[src/rtl/rr_grant_scheduler.sv]
// rr_grant_scheduler: round-robin owner of one shared 16-way resource.
// A winner is chosen in IDLE, held in GRANT until it drops its request or
// reaches MAX_HOLD cycles, then the bus idles for one RELEASE cycle before
// the next arbitration. gnt is the decoded, valid-gated form of gnt_idx.

// 4-to-16 one-hot decoder with an enable; output is zero when disabled.
module dec4to16 (
   input  logic [3:0]  sel,
   input  logic        en,
   output logic [15:0] dec
);

   // One-hot decode of sel, forced to zero while en is low.
   always_comb begin
      dec = 16'h0000;
      if (en) begin
         dec[sel] = 1'b1;
      end else begin
         dec = 16'h0000;
      end
   end

endmodule

module rr_grant_scheduler #(
   parameter int MAX_HOLD = 8,
   parameter int CNT_W    = 8
) (
   input  logic        clk,
   input  logic        rst,
   input  logic        en,
   input  logic [15:0] req,
   output logic [15:0] gnt,
   output logic [3:0]  gnt_idx,
   output logic        gnt_valid,
   output logic        timeout
);

   typedef enum logic [1:0] {
      ST_IDLE    = 2'd0,
      ST_GRANT   = 2'd1,
      ST_RELEASE = 2'd2
   } state_t;

   localparam logic [CNT_W-1:0] HOLD_LAST = CNT_W'(MAX_HOLD - 1);
   localparam logic [CNT_W-1:0] CNT_ONE   = CNT_W'(1);

   state_t           state_r;
   state_t           state_nxt_s;
   logic [3:0]       ptr_r;
   logic [3:0]       ptr_nxt_s;
   logic [3:0]       idx_r;
   logic [3:0]       idx_nxt_s;
   logic [CNT_W-1:0] cnt_r;
   logic [CNT_W-1:0] cnt_nxt_s;
   logic             timeout_r;
   logic             timeout_nxt_s;
   logic [3:0]       winner_s;
   logic [3:0]       cand_s;
   logic             found_s;
   logic             owner_req_s;
   logic             hold_done_s;
   logic             gnt_valid_s;

   assign owner_req_s = req[idx_r];
   assign hold_done_s = (cnt_r == HOLD_LAST);

   // Upward search from ptr with wrap; the first set request wins.
   always_comb begin
      winner_s = 4'd0;
      found_s  = 1'b0;
      cand_s   = 4'd0;
      for (int i = 0; i < 16; i++) begin
         cand_s   = ptr_r + 4'(i);
         winner_s = (!found_s && req[cand_s]) ? cand_s : winner_s;
         found_s  = found_s | req[cand_s];
      end
   end

   // FSM state register.
   always_ff @(posedge clk or posedge rst) begin
      if (rst) begin
         state_r <= ST_IDLE;
      end else begin
         state_r <= state_nxt_s;
      end
   end

   // FSM next-state: GRANT ends on request drop or hold limit, RELEASE lasts one cycle.
   always_comb begin
      state_nxt_s = state_r;
      case (state_r)
         ST_IDLE: begin
            if (en && found_s) begin
               state_nxt_s = ST_GRANT;
            end else begin
               state_nxt_s = ST_IDLE;
            end
         end
         ST_GRANT: begin
            if (!owner_req_s || hold_done_s) begin
               state_nxt_s = ST_RELEASE;
            end else begin
               state_nxt_s = ST_GRANT;
            end
         end
         ST_RELEASE: state_nxt_s = ST_IDLE;
         default:    state_nxt_s = ST_IDLE;
      endcase
   end

   // FSM outputs: a grant is live only in GRANT.
   always_comb begin
      gnt_valid_s = 1'b0;
      case (state_r)
         ST_GRANT: gnt_valid_s = 1'b1;
         default:  gnt_valid_s = 1'b0;
      endcase
   end

   // Datapath next values: pointer, grantee index, hold counter, timeout pulse.
   always_comb begin
      ptr_nxt_s     = ptr_r;
      idx_nxt_s     = idx_r;
      cnt_nxt_s     = cnt_r;
      timeout_nxt_s = 1'b0;
      case (state_r)
         ST_IDLE: begin
            if (en && found_s) begin
               ptr_nxt_s = winner_s + 4'd1;
               idx_nxt_s = winner_s;
               cnt_nxt_s = {CNT_W{1'b0}};
            end else begin
               ptr_nxt_s = ptr_r;
            end
         end
         ST_GRANT: begin
            if (!owner_req_s) begin
               timeout_nxt_s = 1'b0;
            end else if (hold_done_s) begin
               timeout_nxt_s = 1'b1;
            end else begin
               cnt_nxt_s = cnt_r + CNT_ONE;
            end
         end
         default: begin
            timeout_nxt_s = 1'b0;
         end
      endcase
   end

   // Datapath registers.
   always_ff @(posedge clk or posedge rst) begin
      if (rst) begin
         ptr_r     <= 4'd0;
         idx_r     <= 4'd0;
         cnt_r     <= {CNT_W{1'b0}};
         timeout_r <= 1'b0;
      end else begin
         ptr_r     <= ptr_nxt_s;
         idx_r     <= idx_nxt_s;
         cnt_r     <= cnt_nxt_s;
         timeout_r <= timeout_nxt_s;
      end
   end

   dec4to16 u_dec (
      .sel (idx_r),
      .en  (gnt_valid_s),
      .dec (gnt)
   );

   assign gnt_idx   = idx_r;
   assign gnt_valid = gnt_valid_s;
   assign timeout   = timeout_r;

endmodule

[config.mk]
export PLATFORM = sky130hd
export DESIGN_NAME = rr_grant_scheduler
export DESIGN_NICKNAME = d
export VERILOG_FILES = /design/src/rtl/rr_grant_scheduler.sv
export SDC_FILE = /design/constraint.sdc
export NUM_CORES = 1
export LEC_CHECK = 0
export ABC_CLOCK_PERIOD_IN_PS = 6300
export CAP_MARGIN = 40
export CORE_MARGIN = 8
export CORE_UTILIZATION = 30
export DETAILED_ROUTE_END_ITERATION = 8
export GPL_TIMING_DRIVEN = 0
export SETUP_SLACK_MARGIN = 0.3
export SKIP_CTS_REPAIR_TIMING = 1
export SLEW_MARGIN = 30
export SYNTH_ARGS = -nofsm -noshare
export SYNTH_HDL_FRONTEND = slang
export SYNTH_SLANG_ARGS = --single-unit
[constraint.sdc]
create_clock -name clk -period 6.3 [get_ports clk]
set_clock_uncertainty 0.1 [all_clocks]
set_input_delay 1.26 -clock clk [delete_from_list [all_inputs] [get_ports clk]]
set_output_delay 1.26 -clock clk [all_outputs]
set_load 0.1 [all_outputs]
* Yosys cells after proc, flatten, opt, wreduce, memory -nomap -nowiden
Index checks and enable logic that the tools add are counted.
Cells by class: $add $sub $neg 17, $lt $le $gt $ge 18, equality and inequality tests 5, mux-type cells 64, bitwise gates (word level) 15, reductions and logical operators 38
Operator list (number):
- 4-bit by 5-bit less-than comparator with 1-bit output (second input constant) | 17
- 1-bit binary-select mux with 4-bit select | 17
- 4-bit two-way mux | 16
- 4-bit adder (second input constant) | 8
- 8-bit two-way mux | 3
- 1-bit two-way mux | 23
- 1-bit logical AND | 17
- 4-bit by 3-bit adder with 4-bit output (second input constant) | 4
- 1-bit logical NOT | 16
- 16-bit two-way mux | 1
- 8-bit one-hot mux with 2 select lines | 1
- 1-bit OR | 15
- 4-bit by 1-bit adder with 4-bit output (second input constant) | 2
- 4-bit by 2-bit adder with 4-bit output (second input constant) | 2
- 8-bit by 1-bit adder with 8-bit output (second input constant) | 1
- 8-bit by 3-bit equality test with 1-bit output (second input constant) | 1
- 2-bit != test (second input constant) | 3
- 1-bit demux with 4-bit select | 1
- 4-bit by 1-bit >= comparator with 1-bit output (second input constant) | 1
- 2-bit one-hot mux with 2 select lines | 1
- 4-bit AND reduction | 1
- 2-bit by 1-bit equality test with 1-bit output (second input constant) | 1
- 2-bit logical NOT | 1
- 2-bit two-way mux | 1
- 3 further kinds | 3
Storage, ports and cells: register bits 19, input bits 19, output and inout bits 22, word-level logic and storage cells 162

* Depth between registers and ports, before layout
Gate-level depths: netlist of the first run.
depth in word-level cells 21, gate-level depth with buffers 18, gate-level depth less buffers 14

* Cells and area by module
From an unflattened synthesis of the first run, not the netlist that was laid out.
Unflattened totals: cell total of the unflattened synthesis 391, area total of the unflattened synthesis 3520.9 sq um
By module, submodules not included:
- rr_grant_scheduler | instances 1, cells each 368, area each 3403.3 sq um, sequential area each 475.5 sq um
- dec4to16 | instances 1, cells each 23, area each 117.6 sq um, sequential area each 0.0 sq um

* Least setup slack after synthesis of the first run
No wires, ideal clock.
path kind register to output, start point register idx_r[0] (netlist: gnt_idx[0]), end point output gnt[3], data arrival time 3.590 ns, required time 4.940 ns, path slack 1.350 ns, stages on the path, launching flop included 4, buffers on the path 1, cells stage by stage dfrtp_1 > clkbuf_1 > nand3_1 > nor3_1
Between the ends: word-level cells in the longest chain between the ends 5, elaborated cells on any way between the ends 6, those cells by class order compare: 2; mux: 3; reduce/logical: 1
Ends and longest elaborated chain:
- start: declaration | line 52 | logic [3:0] idx_r;
- start signal: assignment | line 161 | idx_r <= idx_nxt_s;
- 4-bit by 5-bit less-than comparator with 1-bit output (implied by the code) / 4-bit by 1-bit >= comparator with 1-bit output (equally long branches) | line 17 | dec[sel] = 1'b1;
- 1-bit logical AND (implied by the code) | line 17
- 1-bit two-way mux (implied by the code) | line 17
- 1-bit demux with 4-bit select (*)
- 16-bit two-way mux (*) | line 16 | if (en) begin
- end: declaration | line 33 | output logic [15:0] gnt,
Every way passes the cells marked *; elsewhere a longest branch is shown, timed or not.

* Worst setup path after layout of the first run
start point register ptr_r[2], end point register ptr_r[3]
Between the ends: word-level cells in the longest chain between the ends 21, elaborated cells on any way between the ends 111, those cells by class add/sub: 16; mux: 48; bitwise: 15; reduce/logical: 32
Ends and longest elaborated chain:
- start: declaration | line 50 | logic [3:0] ptr_r;
- start signal: assignment | line 160 | ptr_r <= ptr_nxt_s;
- 4-bit by 1-bit adder with 4-bit output | line 74 | cand_s = ptr_r + 4'(i);
- 1-bit binary-select mux with 4-bit select | line 75, 76
- 1-bit two-way mux (implied by the code) | line 75, 76
- 1-bit OR | line 76 | found_s = found_s | req[cand_s];
- 1-bit logical NOT / 1-bit OR (equally long branches) | line 75, 76
- 1-bit logical AND (tied with other cells) | line 75 | winner_s = (!found_s && req[cand_s]) ? cand_s : winner_s;
- 4-bit two-way mux (tied with other cells) (12 in series) | line 75
- 4-bit two-way mux / 1-bit logical AND (equally long branches) | line 75
- 4-bit two-way mux | line 75
- 4-bit by 1-bit adder with 4-bit output | line 130 | ptr_nxt_s = winner_s + 4'd1;
Several ways; a longest one is shown, not always the timed one. The select of a mux whose other input is x is not followed. A chain may end at the register's enable or synchronous reset.

==> results of run 1 <==
## cell type report
class	instances	area [um2]
inverter	19	71.32
tap	172	215.2
sequential	19	475.5
fill	1242	7585
multi-input combinational	366	3099
clock buffer	4	78.83
timing repair buffer	64	825.8
buffer	28	166.4
## metrics by stage
stage	setup WS (ps)	std cells	hold slack [ps]	instance area, um2	util
finish	825.7	672	440.3	4932	0.3940
detailed placement	929.6	667	439.0	4838	0.3865
global placement	1011	644	425.3	4428	0.3538
floorplan	1350	432	386.1	3812	-
global route	534.8	672	481.4	4932	0.3940
CTS	911.6	671	446.1	4917	0.3928
## worst max-delay path, cell delays in order, from the launching register on
cell	delay [ps]
dfrtp_1	550
clkbuf_1	370
clkinv_1	480
ha_1	440
clkbuf_1	380
clkbuf_1	610
mux4_2	420
mux2_2	300
mux2i_1	390
nor2b_1	320
a32oi_1	140
a21oi_1	200
nand4b_1	110
o211a_1	200
o31a_1	130
o31ai_1	220
## cell families after synthesis
kind of cell	share of synthesized area
XOR/XNOR	0.04070
AND/OR/NAND/NOR	0.2028
AO/OA/AOI/OAI	0.1887
multiplexers	0.3512
buffers and inverters	0.06235
adder cells (fa/ha/maj)	0.02954
flip-flops	0.1247
## sequential cells by signal, summed over array words and instances, names as in the netlist
register / flops
cnt_r: 8
ptr_r: 4
timeout: 1
gnt_idx: 4
state_r: 2
## worst max path at each step
stage | start | to | slack [ps] | cells past startpoint
finish | ptr_r[2] | ptr_r[3] | 830 | 15
global route | ptr_r[1] | ptr_r[2] | 530 | 17
detailed placement | ptr_r[1] | ptr_r[3] | 930 | 16
CTS | ptr_r[1] | ptr_r[3] | 910 | 16
global placement | ptr_r[1] | ptr_r[3] | 1010 | 16
floorplan | gnt_idx[0] | gnt[3] | 1350 | 3
## layout by cell type, fill, tap and decap left out, types with 10 or more instances in the layout
cell type	Yosys	routed
inv_1	15	15
o21ai_0	17	17
clkbuf_1	17	18
dfrtp_1	19	19
clkdlybuf4s50_1	0	40
a21oi_1	14	14
buf_8	0	17
mux4_2	31	31
mux2_2	27	27
nor2_1	48	48
mux2i_1	25	25
nor3_1	10	10
nand2_1	43	43
## layer usage
metal / wire length, um / vias to the layer above
met4: 264 / 0
met5: 0 / -
met1: 5746 / 1947
li1: - / 1797
met3: 1135 / 22
met2: 6279 / 220
==> metrics.cfg, run 1 <==
[hold_path]
worstHoldPathType = flip-flop to flip-flop
whs_path_depth = 2
hold_path_end = cnt_r[7]
min_from = cnt_r[7]

[sta]
tns_ps = 0
period_minus_slack_ps = 5474
setup_viol = 0
finalMaxSlewViolations = 0
rsz0062_at_grt = false
slew-limit-headroom = 0.5054
max_freq_mhz = 182.7
period_share = 0.8689
worstMarginPinSlew_ps = 741.9
hold_viol_final = 0

[synthesis]
synth_edf_count = 0
synthCells = 432
yosysMostFrequentCell = nor2_1
synth_nets = 460
yosysWarnings = 0
yosysTopAreaCell = mux4_2
syn_area_um2 = 3812
ys_top_cells_by_count = nor2_1 (48), nand2_1 (43), mux4_2 (31), mux2_2 (27), mux2i_1 (25)
synth_flop_cell = dfrtp_1
ys_types = 76
seq_area_frac_synth = 0.1247
ys_ff_latch = 19
synth_top_area_share = 0.1831
synthArstFlopShare = 1.000
synthTopCellsByArea = mux4_2 (18%), dfrtp_1 (12%), mux2_2 (8.0%), mux2i_1 (6.6%), nor2_1 (4.7%)
avgSynthCellArea_um2 = 8.825

[critical_path]
start_kind = flip-flop
cp.arrival_ps = 5520
cp_max_fo = 10
rr_worst_depth = 15
crit_required_ps = 6340
r2r_setup_slack_ps = 830
rr_startpoint = ptr_r[2]
r2r_end = ptr_r[3]
critPathKind = flip-flop to flip-flop
critPathCaptureType = flip-flop

[drt]
routed_via_density = 5.932
dr.pass1.iters = 5
vias = 3986
wl_per_cell_um = 19.98
wl_um = 13430
drc_errors = 0
drt_iter0_drc = 376
ant_nets = 0

[grt]
grt_use_met3 = 0.02813
first_global_vias = 3958
grt_use_met1 = 0.2126
track_usage = 0.1614
grt_overflow = 0
grt_pass1_wl_um = 21470
grtUsageMet2 = 0.2682
gr-max-usage-layer = met2
antenna_found_initial = 0
grt_max_degree = 20

[cells_and_area]
antennaDiodeCount = 0
drive_gt1_frac = 0.2280
area_growth_pct = 29.37
nets = 529

[floorplanning]
fp.coreArea_um2 = 12520
die-width_um = 128.7
dieArea_um2 = 16570
fp-row-count = 41
initial_core_util = 0.3046
die_y_um = 128.7
ioPinCount = 41

[cts]
clk_pin_slew_ps = 50
ctsLongestPathBuffers = 2
cts_tree = done
cts_root_buf = clkbuf_16
cts_sinks = 19
numCtsBuffers = 3
htree_levels = 1
clk_latency_ps = 250

[place]
hpwl_um = 10530
finalWeightedCongestion = 0.9477
numPortBuffers = 40

[job]
cap_violations = 0

[outcome]
outcome = finished clean

Power of run 1 is not shown: default switching activity piles up to over one toggle a cycle in this logic, so the estimate is an artifact.
==> inputs of run 2 (changes only) <==
--- a/config.mk
+++ b/config.mk
@@ -8,12 +8,12 @@
 export ABC_CLOCK_PERIOD_IN_PS = 6300
 export CAP_MARGIN = 40
 export CORE_MARGIN = 8
-export CORE_UTILIZATION = 30
+export CORE_UTILIZATION = 38
 export DETAILED_ROUTE_END_ITERATION = 8
 export GPL_TIMING_DRIVEN = 0
 export SETUP_SLACK_MARGIN = 0.3
 export SKIP_CTS_REPAIR_TIMING = 1
-export SLEW_MARGIN = 30
+export SLEW_MARGIN = 20
 export SYNTH_ARGS = -nofsm -noshare
 export SYNTH_HDL_FRONTEND = slang
 export SYNTH_SLANG_ARGS = --single-unit
==> metrics.cfg, run 2 (synthesis gave the netlist of run 1 again) <==
[outcome]
outcome = finished clean

[floorplanning]
initial_core_util = 0.3900  ; +0.08546
fp.coreArea_um2 = 9774  ; -22%
dieArea_um2 = 13490  ; -19%
ioPinCount = 41  ; unchanged
die_y_um = 116.2  ; -9.8%
fp-row-count = 36  ; -12%
die-width_um = 116.2  ; -9.8%

[job]
cap_violations = 0  ; unchanged

[cells_and_area]
nFillCells = 892  ; -28%
area_growth_pct = 26.68
final_cell_mix = nor2_1 (48), nand2_1 (43), clkdlybuf4s50_1 (40)
largest_reg_flops = 8  ; unchanged
nets = 527  ; -0.38%
final_common_cell = nor2_1
largest_register = cnt_r
drive_gt1_frac = 0.2249  ; -0.003100
antennaDiodeCount = 0  ; unchanged

[grt]
grt_pass1_wl_um = 20780  ; -3.2%
track_usage = 0.1942  ; +0.03280
first_global_vias = 3877  ; -2.0%
antenna_found_initial = 0  ; unchanged
grt_max_degree = 20  ; unchanged
grt_overflow = 0  ; unchanged

[cts]
numCtsBuffers = 3  ; unchanged
cts_root_buf = clkbuf_8
cts_tree = done
htree_levels = 1  ; unchanged
cts_sinks = 19  ; unchanged
clk_pin_slew_ps = 70  ; +20 ps
ctsLongestPathBuffers = 2  ; unchanged
clk_latency_ps = 250  ; about the same

[drt]
ant_nets = 0  ; unchanged
vias = 3949  ; -0.93%
wl_per_cell_um = 20.59  ; +3.1%
routed_via_density = 6.258  ; +5.5%
wl_um = 12990  ; -3.2%
dr.pass1.iters = 5  ; unchanged
drc_errors = 0  ; unchanged
drt_iter0_drc = 351  ; -6.6%

[critical_path]
cp_max_fo = 13  ; +3
critPathCaptureType = flip-flop
start_kind = flip-flop
critPathKind = flip-flop to flip-flop
crit_required_ps = 6310  ; -30 ps
cp.arrival_ps = 5510  ; about the same

[sta]
max_freq_mhz = 181.9  ; -0.43%
period_minus_slack_ps = 5498  ; +23.75 ps
rsz0062_at_grt = false
finalMaxSlewViolations = 0  ; unchanged
setup_viol = 0  ; unchanged
tns_ps = 0  ; unchanged
slew-limit-headroom = 0.4751  ; -0.03028
period_share = 0.8727  ; +0.003770
worstMarginPinSlew_ps = 784.6  ; +42.75 ps
hold_viol_final = 0  ; unchanged

[place]
hpwl_um = 10020  ; -4.8%
finalWeightedCongestion = 0.9558  ; +0.85%
numPortBuffers = 40  ; unchanged

[hold_path]
worstHoldPathType = flip-flop to flip-flop

==> run 2: per-layer routing <==
| layer | up-vias | track usage | part of all wire |
|---|---|---|---|
| met5 | - | 0 | 0 |
| met4 | 0 | 0.06309 | 0.023 |
| li1 | 1797 | - | - |
| met2 | 234 | 0.3002 | 0.45 |
| met3 | 29 | 0.03413 | 0.10 |
| met1 | 1889 | 0.2677 | 0.42 |
==> run 2: worst paths after layout <==
check / startpoint / end / slack, ps / depth (start not counted)
max: ptr_r[1] / ptr_r[3] / 800 / 16
min: cnt_r[2] / cnt_r[2] / 450 / 1
max reg2reg: ptr_r[1] / ptr_r[3] / 800 / 16
min reg2reg: cnt_r[2] / cnt_r[2] / 450 / 1
max in group asynchronous: rst / ptr_r[1] / 4310 / 2
min in group asynchronous: rst / gnt_idx[3] / 1330 / 2
==> run 2: cell type report <==
cell class	count	area [um2]	area share
plain buffers	28	166.4	0.03446
clock buffers	4	45.04	0.009326
inverters	19	71.32	0.01477
multi-input cells	366	3099	0.6417
flip-flops and latches	19	475.5	0.09845
well taps	133	166.4	0.03446
repair buffers	62	805.8	0.1668
==> run 2: stage by stage <==
step / setup WS (ps) / instance area [um2] / std cells / util / hold WS, ps
floorplan: 1350 / 3812 / 432 / - / 386.1
global route: 581.8 / 4830 / 631 / 0.4941 / 490.2
finish: 802.0 / 4830 / 631 / 0.4941 / 448.0
global placement: 989.4 / 4379 / 605 / 0.4480 / 424.4
detailed placement: 911.4 / 4785 / 627 / 0.4895 / 427.4
CTS: 893.6 / 4830 / 631 / 0.4941 / 448.9
==> run 2: worst max-delay path, stage by stage, from the launching register on <==
cell and delay, ps:
dfrtp_1 440, clkbuf_1 350, inv_1 230, clkbuf_1 390
ha_1 410, clkbuf_1 330, clkbuf_1 590, mux4_2 410
mux2_2 310, mux2i_1 440, nor2b_1 350, a32oi_1 150
a21oi_1 200, nand4b_1 130, o211a_1 190, nor4_1 210
o31ai_1 110
Power of run 2 is left out for the same reason.
==> inputs of run 3 (changes only) <==
--- a/config.mk
+++ b/config.mk
@@ -7,7 +7,6 @@
 export LEC_CHECK = 0
 export ABC_CLOCK_PERIOD_IN_PS = 6300
 export CAP_MARGIN = 40
-export CORE_MARGIN = 8
 export CORE_UTILIZATION = 38
 export DETAILED_ROUTE_END_ITERATION = 8
 export GPL_TIMING_DRIVEN = 0
==> metrics.cfg, run 3 (synthesis gave the netlist of run 1 again) <==
[outcome]
outcome = finished clean

[sta]
max_freq_mhz = 181.9  ; about the same
worstMarginPinSlew_ps = 811.8  ; +27.13 ps
tns_ps = 0  ; unchanged
rsz0062_at_grt = false
period_share = 0.8728  ; about the same
period_minus_slack_ps = 5499  ; +0.5790 ps
slew-limit-headroom = 0.4549  ; -0.02020
fin_hold_ws_ps = 436.9  ; -11.06 ps
finalMaxSlewViolations = 0  ; unchanged
hold_viol_final = 0  ; unchanged
setup_viol = 0  ; unchanged
layout_setup_ws_ps = 801.4  ; -0.5790 ps

[critical_path]
cp_max_fo = 10  ; -3
r2r_end = ptr_r[3]
endpoint = ptr_r[3]
crit_start = ptr_r[2]
crit_required_ps = 6320  ; about the same
start_kind = flip-flop
r2r_setup_slack_ps = 800  ; about the same
rr_startpoint = ptr_r[2]
critPathKind = flip-flop to flip-flop
cp.arrival_ps = 5520  ; about the same
rr_worst_depth = 15  ; -1
critPathCaptureType = flip-flop

[grt]
first_global_vias = 3687  ; -4.9%
grt_overflow = 0  ; unchanged
antenna_found_initial = 0  ; unchanged
grt_pass1_wl_um = 20400  ; -1.8%
grt_max_degree = 20  ; unchanged
track_usage = 0.2545  ; +0.06033

[cells_and_area]
final_cell_mix = nor2_1 (48), nand2_1 (43), clkdlybuf4s50_1 (40)
antennaDiodeCount = 0  ; unchanged
nets = 527  ; unchanged
final_common_cell = nor2_1
largest_register = cnt_r
nFillCells = 929  ; +4.1%
area_growth_pct = 25.04
drive_gt1_frac = 0.2249  ; unchanged
multiInputGateArea_um2 = 3099  ; unchanged
largest_reg_flops = 8  ; unchanged
fin_cells = 631  ; unchanged
seqCellArea_um2 = 475.5  ; unchanged

[floorplanning]
fp-row-count = 36  ; unchanged
initial_core_util = 0.3918  ; +0.001806
ioPinCount = 41  ; unchanged
fp.coreArea_um2 = 9729  ; -0.46%
dieArea_um2 = 10440  ; -23%
die_y_um = 102.2  ; -12%
die-width_um = 102.2  ; -12%

[cts]
cts_tree = done
clk_latency_ps = 260  ; about the same
clk_pin_slew_ps = 70  ; about the same
htree_levels = 1  ; unchanged
numCtsBuffers = 3  ; unchanged
cts_sinks = 19  ; unchanged
ctsLongestPathBuffers = 2  ; unchanged
cts_root_buf = clkbuf_8

[drt]
wl_um = 12990  ; about the same
wl_per_cell_um = 20.58  ; about the same
routed_via_density = 6.252  ; -0.10%
drt_iter0_drc = 479  ; +36%
dr.pass1.iters = 5  ; unchanged
ant_nets = 0  ; unchanged
vias = 3945  ; -0.10%
drc_errors = 0  ; unchanged

[place]
numPortBuffers = 40  ; unchanged
hpwl_um = 9981  ; -0.42%
dp_cells = 627  ; unchanged
finalWeightedCongestion = 0.9957  ; +4.2%
place_ws_ps = 887.7  ; -23.65 ps

[hold_path]
worstHoldPathType = flip-flop to flip-flop
whs_path_depth = 1  ; unchanged

[job]
cap_violations = 0  ; unchanged

run 3: worst max-delay path, cell delays in order (launching register included):
cell and delay (ps):
dfrtp_1 560, clkbuf_1 400, clkinv_1 460, ha_1 430, clkbuf_1 350, clkbuf_1 610
mux4_2 420, mux2_2 310, mux2i_1 430, nor2b_1 330, a32oi_1 140, a21oi_1 200
nand4b_1 120, o211a_1 190, nor4_1 200, o31ai_1 110
run 3: worst min path at each step:
| stage | start | to | slack [ps] |
|---|---|---|---|
| 2_1_floorplan | cnt_r[2] | cnt_r[2] | 390 |
| 3_3_place_gp | cnt_r[2] | cnt_r[2] | 420 |
| 3_5_place_dp | cnt_r[2] | cnt_r[2] | 430 |
| 4_1_cts | cnt_r[2] | cnt_r[2] | 440 |
| 5_1_grt | cnt_r[2] | cnt_r[2] | 470 |
| 6_report | cnt_r[2] | cnt_r[2] | 440 |
run 3: final cells by class:
type,instances,share of cell area
inverters,19,0.01496
clock buffers,4,0.009449
multi-input cells,366,0.6501
plain buffers,28,0.03491
repair buffers,62,0.1559
flip-flops and latches,19,0.09974
well taps,133,0.03491
run 3: routing by layer:
layer  global-route usage  up-vias  routed length, um
li1                     -     1786                  -
met1               0.3764     1926               5856
met2               0.3831      218               5751
met3              0.04241       15               1151
met4              0.06484        0                226
met5                    0        -                  0
run 3: per-stage QoR:
| stage | cell area, um2 | util |
|---|---|---|
| after global placement | 4379 | 0.4501 |
| after global routing | 4767 | 0.4900 |
| after CTS | 4767 | 0.4900 |
| final | 4767 | 0.4900 |
| after floorplan | 3812 | - |
| after detailed placement | 4722 | 0.4853 |
Power of run 3 is left out for the same reason.
